### config.mk
export PLATFORM = sky130hd
export DESIGN_NAME = bridge_req_arbiter
export DESIGN_NICKNAME = d
export VERILOG_FILES = /design/src/rtl/bridge_req_arbiter.sv
export SDC_FILE = /design/constraint.sdc
export NUM_CORES = 1
export LEC_CHECK = 0
export CAP_MARGIN = 5
export CORE_AREA = 2 2 104 106
export DETAILED_ROUTE_END_ITERATION = 16
export DIE_AREA = 0 0 106 108
export GPL_ROUTABILITY_DRIVEN = 0
export GPL_TIMING_DRIVEN = 0
export PLACE_DENSITY = 0.76
export SLEW_MARGIN = 0
export SYNTH_ARGS = -nofsm -noshare
export SYNTH_HDL_FRONTEND = slang
export SYNTH_SLANG_ARGS = --single-unit
### constraint.sdc
create_clock -name i_clk_ahb -period 2.45 [get_ports i_clk_ahb]
set_input_delay 0.245 -clock i_clk_ahb [delete_from_list [all_inputs] [get_ports i_clk_ahb]]
set_output_delay 0.245 -clock i_clk_ahb [all_outputs]
set_load 0.03 [all_outputs]
### src/rtl/bridge_req_arbiter.sv
// Round-robin arbiter that funnels NUM_REQ requester buses onto one downstream
// request/read-data port, one transfer at a time, with a read-wait timeout.
module bridge_req_arbiter #(
  parameter int unsigned NUM_REQ    = 2,
  parameter int unsigned DATA_WIDTH = 32,
  parameter int unsigned ADDR_WIDTH = 32,
  parameter int unsigned TIMEOUT    = 255
) (
  input  logic                            i_clk_ahb,
  input  logic                            i_rst_ahb,
  input  logic [NUM_REQ-1:0]              i_req_valid,
  input  logic [NUM_REQ-1:0]              i_req_rd0_wr1,
  input  logic [NUM_REQ*ADDR_WIDTH-1:0]   i_req_addr,
  input  logic [NUM_REQ*DATA_WIDTH-1:0]   i_req_wr_data,
  output logic [NUM_REQ-1:0]              o_req_ready,
  output logic [NUM_REQ-1:0]              o_req_rd_valid,
  output logic [NUM_REQ-1:0]              o_req_err,
  output logic [DATA_WIDTH-1:0]           o_req_rd_data,
  output logic                            o_valid,
  output logic                            o_rd0_wr1,
  output logic [ADDR_WIDTH-1:0]           o_addr,
  output logic [DATA_WIDTH-1:0]           o_wr_data,
  input  logic                            i_ready,
  input  logic                            i_rd_valid,
  input  logic [DATA_WIDTH-1:0]           i_rd_data
);

  localparam int unsigned IDX_W = (NUM_REQ > 2) ? 2 : 1;
  localparam int unsigned CNT_W = 8;
  localparam logic [CNT_W-1:0] CNT_LAST = CNT_W'(TIMEOUT - 1);
  localparam logic [IDX_W-1:0] IDX_LAST = IDX_W'(NUM_REQ - 1);

  typedef enum logic [1:0] {
    ST_IDLE    = 2'd0,
    ST_ISSUE   = 2'd1,
    ST_WAIT_RD = 2'd2
  } state_e;

  state_e            state_q, state_d;
  logic [IDX_W-1:0]  gnt_q, gnt_d;
  logic [IDX_W-1:0]  ptr_q, ptr_d;
  logic [CNT_W-1:0]  cnt_q, cnt_d;

  logic [ADDR_WIDTH-1:0] addr_arr  [NUM_REQ];
  logic [DATA_WIDTH-1:0] wdata_arr [NUM_REQ];

  logic              rr_found;
  logic [IDX_W-1:0]  rr_idx;
  logic [IDX_W-1:0]  rr_cand;

  logic              ready_c;
  logic              rd_valid_c;
  logic              err_c;

  always_comb begin
    for (int unsigned i = 0; i < NUM_REQ; i++) begin
      addr_arr[i]  = i_req_addr[i*ADDR_WIDTH +: ADDR_WIDTH];
      wdata_arr[i] = i_req_wr_data[i*DATA_WIDTH +: DATA_WIDTH];
    end
  end

  // First valid requester at or after the priority pointer, wrapping.
  always_comb begin
    rr_found = 1'b0;
    rr_idx   = '0;
    rr_cand  = '0;
    for (int unsigned k = 0; k < NUM_REQ; k++) begin
      rr_cand = IDX_W'((32'(ptr_q) + k) % NUM_REQ);
      if (!rr_found && i_req_valid[rr_cand]) begin
        rr_found = 1'b1;
        rr_idx   = rr_cand;
      end
    end
  end

  always_ff @(posedge i_clk_ahb or posedge i_rst_ahb) begin
    if (i_rst_ahb) begin
      state_q <= ST_IDLE;
      gnt_q   <= '0;
      ptr_q   <= '0;
      cnt_q   <= '0;
    end else begin
      state_q <= state_d;
      gnt_q   <= gnt_d;
      ptr_q   <= ptr_d;
      cnt_q   <= cnt_d;
    end
  end

  always_comb begin
    state_d       = state_q;
    gnt_d         = gnt_q;
    ptr_d         = ptr_q;
    cnt_d         = cnt_q;
    o_valid       = 1'b0;
    o_rd0_wr1     = 1'b0;
    o_addr        = '0;
    o_wr_data     = '0;
    o_req_rd_data = '0;
    ready_c       = 1'b0;
    rd_valid_c    = 1'b0;
    err_c         = 1'b0;

    case (state_q)
      ST_IDLE: begin
        if (rr_found) begin
          gnt_d   = rr_idx;
          ptr_d   = (rr_idx == IDX_LAST) ? '0 : rr_idx + IDX_W'(1);
          state_d = ST_ISSUE;
        end
      end

      ST_ISSUE: begin
        o_valid   = i_req_valid[gnt_q];
        o_rd0_wr1 = i_req_rd0_wr1[gnt_q];
        o_addr    = addr_arr[gnt_q];
        o_wr_data = wdata_arr[gnt_q];
        if (!i_req_valid[gnt_q]) begin
          state_d = ST_IDLE;
        end else if (i_ready) begin
          ready_c = 1'b1;
          if (i_req_rd0_wr1[gnt_q]) begin
            state_d = ST_IDLE;
          end else if (i_rd_valid) begin
            rd_valid_c    = 1'b1;
            o_req_rd_data = i_rd_data;
            state_d       = ST_IDLE;
          end else begin
            cnt_d   = '0;
            state_d = ST_WAIT_RD;
          end
        end
      end

      ST_WAIT_RD: begin
        // Returned data beats the timeout when both land in the same cycle.
        if (i_rd_valid) begin
          rd_valid_c    = 1'b1;
          o_req_rd_data = i_rd_data;
          state_d       = ST_IDLE;
        end else if (cnt_q == CNT_LAST) begin
          err_c   = 1'b1;
          state_d = ST_IDLE;
        end else begin
          cnt_d = cnt_q + CNT_W'(1);
        end
      end

      default: state_d = ST_IDLE;
    endcase
  end

  assign o_req_ready    = ready_c    ? (NUM_REQ'(1) << gnt_q) : '0;
  assign o_req_rd_valid = rd_valid_c ? (NUM_REQ'(1) << gnt_q) : '0;
  assign o_req_err      = err_c      ? (NUM_REQ'(1) << gnt_q) : '0;

endmodule
==> Word-level counts from Yosys, hierarchy flattened <==
Cells that the tools add are included.
{ "classes": {"shifts": 1, "eq_ne": 12, "addsub": 3, "n_lt_le_gt_ge": 4, "reduce_logical": 7, "bitwise_logic": 1, "n_mux": 57} }
{ "op_table": {"columns": ["operator", "n"], "rows": [
  ["32-bit 2-to-1 mux", 12],
  ["32-bit one-hot mux with 2 select lines", 1],
  ["8-bit 2-to-1 mux", 6],
  ["1-bit 2-to-1 mux", 25],
  ["2-bit 2-to-1 mux", 10],
  ["8-bit one-hot mux with 2 select lines", 1],
  ["2-bit inequality test, second input constant", 7],
  ["8-bit by 1-bit adder with 8-bit output, second input constant", 1],
  ["8-bit == test, second input constant", 1],
  ["7-bit AND reduction", 1],
  ["1-bit by 2-bit less-than comparator with 1-bit output, second input constant", 3],
  ["3-bit inequality test, second input constant", 2],
  ["2-bit one-hot mux with 3 select lines", 1],
  ["3-bit AND reduction", 1],
  ["1-bit adder, second input constant", 2],
  ["2-bit by 1-bit == test with 1-bit output, second input constant", 1],
  ["2-bit == test, second input constant", 1],
  ["2-bit greater-or-equal comparator, second input constant", 1],
  ["2-bit zero test", 1],
  ["1-bit inverter with 2-bit output", 1],
  ["1-bit one-hot mux with 2 select lines", 1],
  ["2-bit AND reduction", 1],
  ["2-bit nonzero test", 1],
  ["1-bit by 1-bit left shift with 2-bit output, first input constant", 1],
  ["other kinds (2)", 2]
]} }
{ "totals": {"reg_bits": 12, "output_inout_bits": 104, "word_cells": 89} }

==> Depth between registers and ports, before layout <==
{ "depth": {"depth_word": 8, "mapped_depth": 7} }

==> Worst setup path after synthesis <==
Ideal clock, no wire load.
{ "synth_path": {"path_kind": "reg2out", "startpoint": "register state_q[0]", "endpoint": "output port o_req_err[1]", "n_path_buf": 0, "arrival_ns": 1.891, "stages_incl_launch_ff": 5, "slack_ns": 0.314, "path_cell_list": "dfrtp_1 inv_1 ha_1 nand4_1 nor4b_1"} }
{ "synth_between": {"elab_chain_cells": 3} }
{ "synth_rtl": {"columns": ["item", "line_no", "text"], "rows": [
  ["start: declaration", "39", "state_e state_q, state_d;"],
  ["start signal: assignment", "83", "state_q <= state_d;"],
  ["2-bit == test", "104", "case (state_q)"],
  ["1-bit 2-to-1 mux", "104", null],
  ["2-bit 2-to-1 mux", "155", "assign o_req_err = err_c ? (NUM_REQ'(1) << gnt_q) : '0;"],
  ["end: declaration", "17", "output logic [NUM_REQ-1:0] o_req_err,"]
]} }
No other way between the ends.

==> Final worst setup path <==
{ "layout_path": {"startpoint": "register gnt_q", "endpoint": "output port o_req_rd_data[23]"} }
{ "layout_between": {"elab_chain_cells": 6, "elab_cells_between_ends": 8, "classes_between": "mux (8)"} }
{ "layout_rtl": {"columns": ["item", "line_no", "text"], "rows": [
  ["start: declaration", "40", "logic [IDX_W-1:0] gnt_q, gnt_d;"],
  ["start signal: assignment", "84", "gnt_q <= gnt_d;"],
  ["1-bit 2-to-1 mux (not written as such) (2 in series)", "122", "if (i_req_rd0_wr1[gnt_q]) begin"],
  ["32-bit 2-to-1 mux", "122", null],
  ["32-bit 2-to-1 mux", "120", "end else if (i_ready) begin"],
  ["32-bit 2-to-1 mux (*)", "118", "if (!i_req_valid[gnt_q]) begin"],
  ["32-bit one-hot mux with 2 select lines (*)", "104", null],
  ["end: declaration", "18", "output logic [DATA_WIDTH-1:0] o_req_rd_data,"]
]} }
Every way passes the cells marked *; elsewhere a longest branch is shown, timed or not. The select of a mux whose other input is x is not followed.

==> impl_metrics.toml <==
[synth]
avgSynthCellArea_um2 = 8.08
synthAdderAreaFrac_pct = 3.47
yosysWarnings = 0
synth_top_family_by_area = "simple AND/OR/NAND/NOR gates"
synth_seq_cells = 12
synth_xor_area_share_pct = 0
netlist_instances = 268
synth_compound_area_share_pct = 8.43
synth_flop_cell = "dfrtp_1"
ys_async_sr_fraction_pct = 100
syn_area_mm2 = 0.00217
synth-seq-area-share_pct = 13.9
muxShareOfSynthArea_pct = 32.5
synthDistinctLibCells = 35
syn_nets = 442
synth_edf_count = 0
yosys.area_share.simple_pct = 36.4

[cells_and_area]
final_cell_mix = "clkdlybuf4s50_1 (192), nor2b_1 (66), mux2i_1 (64)"
finish.utilization_pct = 49.3
final_common_cell = "clkdlybuf4s50_1"
stdcell_count = 680
areaGrowthSynthToFinish_pct = 133
diodes = 0
drive_gt1_share_pct = 13.1
fin_nets = 719

[floorplanning]
die_height_um = 108
num_rows = 37
initial_utilization_pct = 21.2
core_mm2 = 0.0102
io_pins = 272
die_area_mm2 = 0.0114
die_w_um = 106

[clock_tree]
cts_root_buf = "clkbuf_8"
clk_pin_slew_ns = 0.05
clock_sinks = 12
cts_tree = "yes"
cts_buffers = 3
worstSkewPairLatency_ns = 0.25
clockBufferDepth = 2
cts_htree_levels = 1
hold_buffers = 0

[global_route]
grt_usage_pct = 16.8
antenna_found_initial = 0
grt.overflow.total = 0
grt_pass1_wl_mm = 15.4
grt_max_degree = 13
grt_pass1_vias = 3171

[timing]
min_period_ns = 2.39
slew_headroom_pct = 53.3
holdWs_ns = 0.309
hold_viol = 0
rsz0062_at_grt = "yes"
finalSetupViolCount = 0
setup_slack_ns = 0.0568
clock_skew_ns = 0.00171
finalMaxSlewViolations = 0
period_share_pct = 97.7
fmax_mhz = 418
tightestPinTransition_ns = 0.700

[worst_hold_path]
min_path_type = "primary input to async pin"

[drt]
num_vias = 2986
vias_per_cell = 4.39
wl_per_cell_um = 14.9
drc = 0
final_antenna_net_count = 0
wirelength_mm = 10.1
initialDrtViolationCount = 77
dr.pass1.iters = 4

[setup_path]
max_stage_delay_ns = 0.39
criticalPathCategory = "register to output port"
worstPathCellList = "buf_12, mux2_4, o31ai_4, and3_4, buf_4, and2_1, buf_6"
worstPathRequired_ns = 2.20
path_max_fanout = 10
setup.worst_path.start_class = "register"
cpMaxStageDelayCell = "dfrtp_1"
crit_family = "buffers and inverters"
arrival_ns = 2.15
end_kind = "output port"
worstPathBufferInverterCount = 3

[placed_design]
dp_slack_ns = -0.532
placed_cells = 675
hpwlAfterDp_mm = 8.84
io_buffers = 271

[power]
power_leakage_nw = 2.37
ir_drop_uv = 440
power_mw = 4.39
power_density_mw_per_mm2 = 870

[status]
status = "completed"

[flow_run]
cap_viol_max_count = 0
state kept, by name (all words and copies together), names as in the netlist:
signal / cells
gnt_q: 1
cnt_q: 8
ptr_q: 1
state_q: 2
per-stage QoR:
stage          area (µm²)  TNS (ns)
4_1_cts              4970    -0.138
3_3_place_gp         5050    -24.27
3_5_place_dp         5050    -26.31
2_1_floorplan        2170         0
6_report             5040         0
5_1_grt              5040    -0.135
area by class of cell:
class                      count  area [µm²]
fill                         989        5190
timing repair buffer         272        2570
multi-input combinational    229        1800
sequential                    12         300
tap                          136         170
buffer                        20         123
clock buffer                   4        55.1
inverter                       7        26.3
per-layer routing:
layer / global-route usage (%) / up-vias / share of wire [%]
li1: - / 1472 / -
met1: 15.2 / 1331 / 32
met2: 35.3 / 170 / 56
met3: 5.79 / 13 / 11
met4: 4.23 / 0 / 1.6
met5: 0 / - / 0
Yosys cell counts, drive strengths merged (2+ instances only):
library cell / instances / area share, %
nand2b: 2 / 0.58
nand4: 2 / 0.58
ha: 6 / 3.5
nor2: 5 / 0.87
inv: 7 / 1.2
a21oi: 3 / 0.69
o31ai: 2 / 0.69
a32o: 4 / 1.8
nand2: 7 / 1.2
nand3: 5 / 1.2
nor3: 5 / 1.2
mux2i: 65 / 30
clkbuf: 18 / 3.3
nor2b: 66 / 19
dfrtp: 12 / 14
buf: 2 / 0.87
mux2: 4 / 2.3
o21ai: 3 / 0.69
and3: 2 / 0.58
and2: 35 / 10
a31oi: 4 / 1.2
what timing repair did:
item,CTS,global route
buffers inserted,1,0
setup endpoints to repair,102,54
pin swaps,1,1
gates resized for setup,236,48
power breakdown:
part	internal, mW	switching (mW)	total (mW)	leakage, nW
combinational	1.69	2.19	3.88	2.18
sequential	0.246	0.0428	0.288	0.158
clock	0.143	0.0803	0.223	0.0288
path summary, 6_finish.rpt:
| kind | start | to | slack [ns] | cells past startpoint |
|---|---|---|---|---|
| max reg2reg | gnt_q$_DFFE_PP0P_ | cnt_q[1]$_DFFE_PP0P_ | 0.35 | 6 |
| max in group asynchronous | i_rst_ahb | cnt_q[1]$_DFFE_PP0P_ | 1.82 | 2 |
| max | gnt_q$_DFFE_PP0P_ | o_req_rd_data[23] | 0.06 | 7 |
| min | i_rst_ahb | cnt_q[2]$_DFFE_PP0P_ | 0.31 | 2 |
| min in group i_clk_ahb | ptr_q$_DFFE_PP0P_ | ptr_q$_DFFE_PP0P_ | 0.49 | 1 |
| min reg2reg | ptr_q$_DFFE_PP0P_ | ptr_q$_DFFE_PP0P_ | 0.49 | 1 |
kinds of logic (layout without fill, tap and decap cells):
group | count (synthesis) | count (layout)
adder cells (fa/ha/maj) | 6 | 6
buffers and inverters | 27 | 303
AND/OR/NAND/NOR | 132 | 132
AO/OA/AOI/OAI | 22 | 22
multiplexers | 69 | 69
flip-flops | 12 | 12
Note: power is estimated with default switching activity, not from simulation.
==> variant 1, RTL diff (same settings) <==
Encoding of `state_e`: now one-hot (3 bits for 3 states).
--- a/src/rtl/bridge_req_arbiter.sv
+++ b/src/rtl/bridge_req_arbiter.sv
@@ -30,10 +30,10 @@
   localparam logic [CNT_W-1:0] CNT_LAST = CNT_W'(TIMEOUT - 1);
   localparam logic [IDX_W-1:0] IDX_LAST = IDX_W'(NUM_REQ - 1);
 
-  typedef enum logic [1:0] {
-    ST_IDLE    = 2'd0,
-    ST_ISSUE   = 2'd1,
-    ST_WAIT_RD = 2'd2
+  typedef enum logic [2:0] {
+    ST_IDLE    = 3'b001,
+    ST_ISSUE   = 3'b010,
+    ST_WAIT_RD = 3'b100
   } state_e;
 
   state_e            state_q, state_d;
Check against the original RTL: no difference found for any inputs over 4 cycles, from zero or initial values and one cycle with i_rst_ahb high; so few cycles prove little.
==> variant 1 against the original RTL <==
Utilization shrank 3.8 points; count of clock-buffer cells in the layout is the same; non-clock buffer count grew 2; routed wire length grew 4.3%; worst hold slack gained 0.015 ns; power shrank 31%; combinational power shrank 37%; register-to-register slack gained 0.22 ns; setup slack gained 0.043 ns; final area shrank 7.6%; area after synthesis shrank 9.9%; sequential cell count grew 1; highest routed layer unchanged; critical path type unchanged; synthesized cell count shrank 1.5%.
==> variant 1: results (changes against the original RTL) <==
* Largest net degree at the start of global routing at 14 (+1)
* Worst setup path end: o_req_rd_valid[0]
* Layout Skew at 0.000744 ns (-0.000964 ns)
* Avg Cell Area, Syn at 7.39 sq um (-8.6%)
* VDD IR max at 0.000243 V (-45%)
* Async SR Flop Fraction at 1.00 (unchanged)
* GR Util All Layers at 0.172 (+0.00386)
* Vias at 2988 (+0.067%)
* Arrival time at the worst endpoint at 2.11 ns (-0.04 ns)
* Pleak at 2.23 nW (-5.8%)
* Reg2Reg Depth at 5 (-1)
* Top Registers: cnt_q x8, state_q x3
* H-tree levels at 1 (unchanged)
* Cell total after placement at 671 (-0.59%)
* WL final at 10.6 mm (+4.3%)
* Pre-antenna DRT Iters at 4 (unchanged)
* Worst skew pair latency at between 0.2 and 0.25 ns
* Slew at the pin with the worst max-slew slack at 0.704 ns (+0.00386 ns)
* CP startpoint: gnt_q$_DFFE_PP0P_
* Clock-pin slew on the worst setup and hold paths at 0.05 ns (about the same)
* Vias in the first global route at 3094 (-2.4%)
* CP max FO at 10 (unchanged)
* Final #Nets at 714 (-0.70%)
* Share of layout cells above drive strength 1 at 0.212 (+0.0813)
* Worst R2R Setup Slack at 0.57 ns (+0.22 ns)
* Clk Tree Root Cell: clkbuf_8
* Setup violations, final at 0 (unchanged)
* Synth top area cells: mux2i_1, dfrtp_1, nor2_1, and2_1, buf_1
* ANT cells at 0 (unchanged)
* Mapped Nets at 434 (-1.8%)
* First-pass GRT wire length at 15.7 mm (+2.2%)
* Status: finished clean
* Reg2reg start: state_q[1]$_DFFE_PP0P_
* Post-synthesis sequential area ratio at 0.167 (+0.0288)
* Most frequent cells after synthesis: nor2_1, mux2i_1, and2_1
* Placed Area at 4830 sq um (-4.3%)
* Total CTS buffers at 3 (unchanged)
* Vias per Instance at 4.40 (+0.21%)
* Met3 wire length at 1.00 mm (-6.3%)
* HPWL after DPL at 8.93 mm (+1.1%)
* Met1 wire length at 3.90 mm (+20%)
* Met2 wire len at 5.51 mm (-2.6%)
* Synth unique cells at 33 (-5.7%)
* DRT iter0 DRCs at 81 (+5.2%)
## variant 1: critical path, cell delays in order, from the launching register on
cell	delay (ns)
dfrtp_1	0.35
buf_8	0.16
mux2i_4	0.30
a41oi_2	0.18
nor3_1	0.17
clkdlybuf4s50_1	0.69
## variant 1: timing repair
item                                   in CTS  in global routing
setup endpoints to repair                 102                 67
resized for setup                         244                112
endpoints found under the hold margin       0                  0
pin swaps                                   1                  1
buffers inserted                            2                  2
## variant 1: power breakdown
group,switching [mW],internal (mW),leakage (nW)
clock network,0.0749,0.115,0.0228
logic,1.40,1.04,2.06
registers,0.110,0.310,0.150
## variant 1: area by class of cell
class                   instances  area [sq um]
plain buffers                  19          97.6
clock buffers                   4          45.0
fillers                      1043          5570
inverters                      12          45.0
multi-input cells             220          1540
flip-flops and latches         13           328
well taps                     136           170
repair buffers                275          2430
## variant 1: cells by family (layout without fill, tap and decap cells)
kind of cell | Yosys count | in the layout | synth area share
adders and majority gates | 2 | 2 | 0.0128
and+or+nand+nor | 125 | 125 | 0.316
buffers and inverters | 31 | 310 | 0.0609
muxes | 67 | 67 | 0.344
DFF | 13 | 13 | 0.167
AOI/OAI and AO/OA | 26 | 26 | 0.0981
## variant 1: metal layers
layer | track usage | vias to the layer above
met5 | 0 | -
met4 | 0.0348 | 0
met3 | 0.0452 | 13
met2 | 0.339 | 176
met1 | 0.184 | 1329
li1 | - | 1470
## variant 1: metrics by stage
stage	hold slack, ns	utilization	setup WS, ns	TNS, ns
global route	0.378	0.456	-0.0189	-0.0189
CTS	0.346	0.480	-0.0250	-0.0250
global placement	0.475	0.472	-0.609	-23.85
detailed placement	0.491	0.472	-0.710	-27.32
floorplan	0.121	-	0.251	0
finish	0.325	0.456	0.0996	0
==> variant 2, RTL diff (config.mk and constraints unchanged) <==
Without the edit above. `ADDR_WIDTH`: 32 -> 36.
--- a/src/rtl/bridge_req_arbiter.sv
+++ b/src/rtl/bridge_req_arbiter.sv
@@ -3,7 +3,7 @@
 module bridge_req_arbiter #(
   parameter int unsigned NUM_REQ    = 2,
   parameter int unsigned DATA_WIDTH = 32,
-  parameter int unsigned ADDR_WIDTH = 32,
+  parameter int unsigned ADDR_WIDTH = 36,
   parameter int unsigned TIMEOUT    = 255
 ) (
   input  logic                            i_clk_ahb,
Ports: changed (resized i_req_addr and o_addr); port bits go from 272 to 284. The function was not compared with the original's and may differ.
==> variant 2 against the original RTL <==
Area after synthesis is 2.0% lower; clock skew is 0.0011 ns lower; sequential cell count stayed put; setup slack better by 0.058 ns; power is 4.4% higher; routed wire length is 19% higher; die area stayed put; final area is 1.1% higher; critical path type unchanged; largest power group unchanged.
==> variant 2: results (changes against the original RTL) <==
* Status: finished clean
* Synth top area cells: mux2i_1, dfrtp_1, nor2_1, and2_1, ha_1
* DRT iter0 DRCs at 147 (+91%)
* P_clk at 0.171 mW (-23%)
* Pleak at 2.91 nW (+23%)
* Crit-path slowest cell: clkdlybuf4s50_1
* Placed Area at 5110 sq um (+1.3%)
* Worst skew pair latency at 0.23 ns (-0.02 ns)
* Pre-CTS setup slack at -0.595 ns (-0.0632 ns)
* Max incr delay on CP at 0.68 ns (+0.29 ns)
* WL/cell at 17.0 um (+14%)
* Finished Core Util at 0.498 (+0.00538)
* Synth unique cells at 40 (+14%)
* Vias per Instance at 4.54 (+3.3%)
* Non-Filler Instances at 709 (+4.3%)
* Vias in the first global route at 3211 (+1.3%)
* Final #Nets at 757 (+5.3%)
* Layout Skew at 0.000647 ns (-0.00106 ns)
* Slew headroom at 0.628 (+0.0943)
* HPWL after DPL at 10.4 mm (+18%)
* Post-CTS Setup Repair Bufs at 0 (-1)
* Post-synthesis sequential area ratio at 0.142 (+0.00286)
* Share of layout cells above drive strength 1 at 0.110 (-0.0206)
* Largest net degree at the start of global routing at 13 (unchanged)
* Reg2Reg Depth at 7 (+1)
* Net switching power at 2.60 mW (+12%)
* FILL cells at 1005 (+1.6%)
* GR Util All Layers at 0.191 (+0.0225)
* Int Power at 1.98 mW (-4.6%)
-- variant 2: changes by cell type in the layout (fill, tap and decap cells not counted), sizes merged, moves of 3 or more --
cell and delta:
clkdlybuf4s50 -14, dlymetal6s2s +34, buf +6, nor3 -4, nor2b -65, clkbuf -10, nor2 +72, a32o -4
mux2i +7, clkdlybuf4s15 -6, a31oi +3
-- variant 2: final timing paths --
path,endpoint,slack (ns),start
max,o_addr[8],0.12,state_q[1]$_DFFE_PP0P_
min,cnt_q[4]$_DFFE_PP0P_,0.32,i_rst_ahb
max reg2reg,state_q[0]$_DFFE_PP0P_,0.30,state_q[0]$_DFFE_PP0P_
min reg2reg,cnt_q[7]$_DFFE_PP0P_,0.50,cnt_q[7]$_DFFE_PP0P_
max in group asynchronous,state_q[1]$_DFFE_PP0P_,1.82,i_rst_ahb
min in group i_clk_ahb,cnt_q[7]$_DFFE_PP0P_,0.39,i_rd_valid
-- variant 2: cell type report --
class                           instances  area share
Timing Repair Buffer                  282       0.533
Multi-Input combinational cell        246       0.335
Sequential cell                        12      0.0589
Tap cell                              136      0.0334
Buffer                                 22      0.0260
Clock buffer                            3     0.00810
Inverter                                8     0.00589
-- variant 2: cells by family after synthesis --
| family | share of synthesized area |
|---|---|
| compound gates | 0.0937 |
| fa+ha+maj | 0.0354 |
| buf+inv | 0.0619 |
| flops | 0.142 |
| mux | 0.361 |
| simple gates | 0.306 |
-- variant 2: routing by layer --
metal	vias to the layer above	wire [um]	global-route usage	share of wire
li1	1565	-	-	-
met1	1427	4510	0.225	0.37
met2	207	5990	0.341	0.50
met3	18	1270	0.0536	0.11
met4	0	285	0.0498	0.024
met5	-	0	0	0
-- variant 2: repair_timing --
action / in CTS / in global routing
endpoints found under the setup margin: 94 / 72
pin swaps: 0 / 1
gates resized for setup: 143 / 104
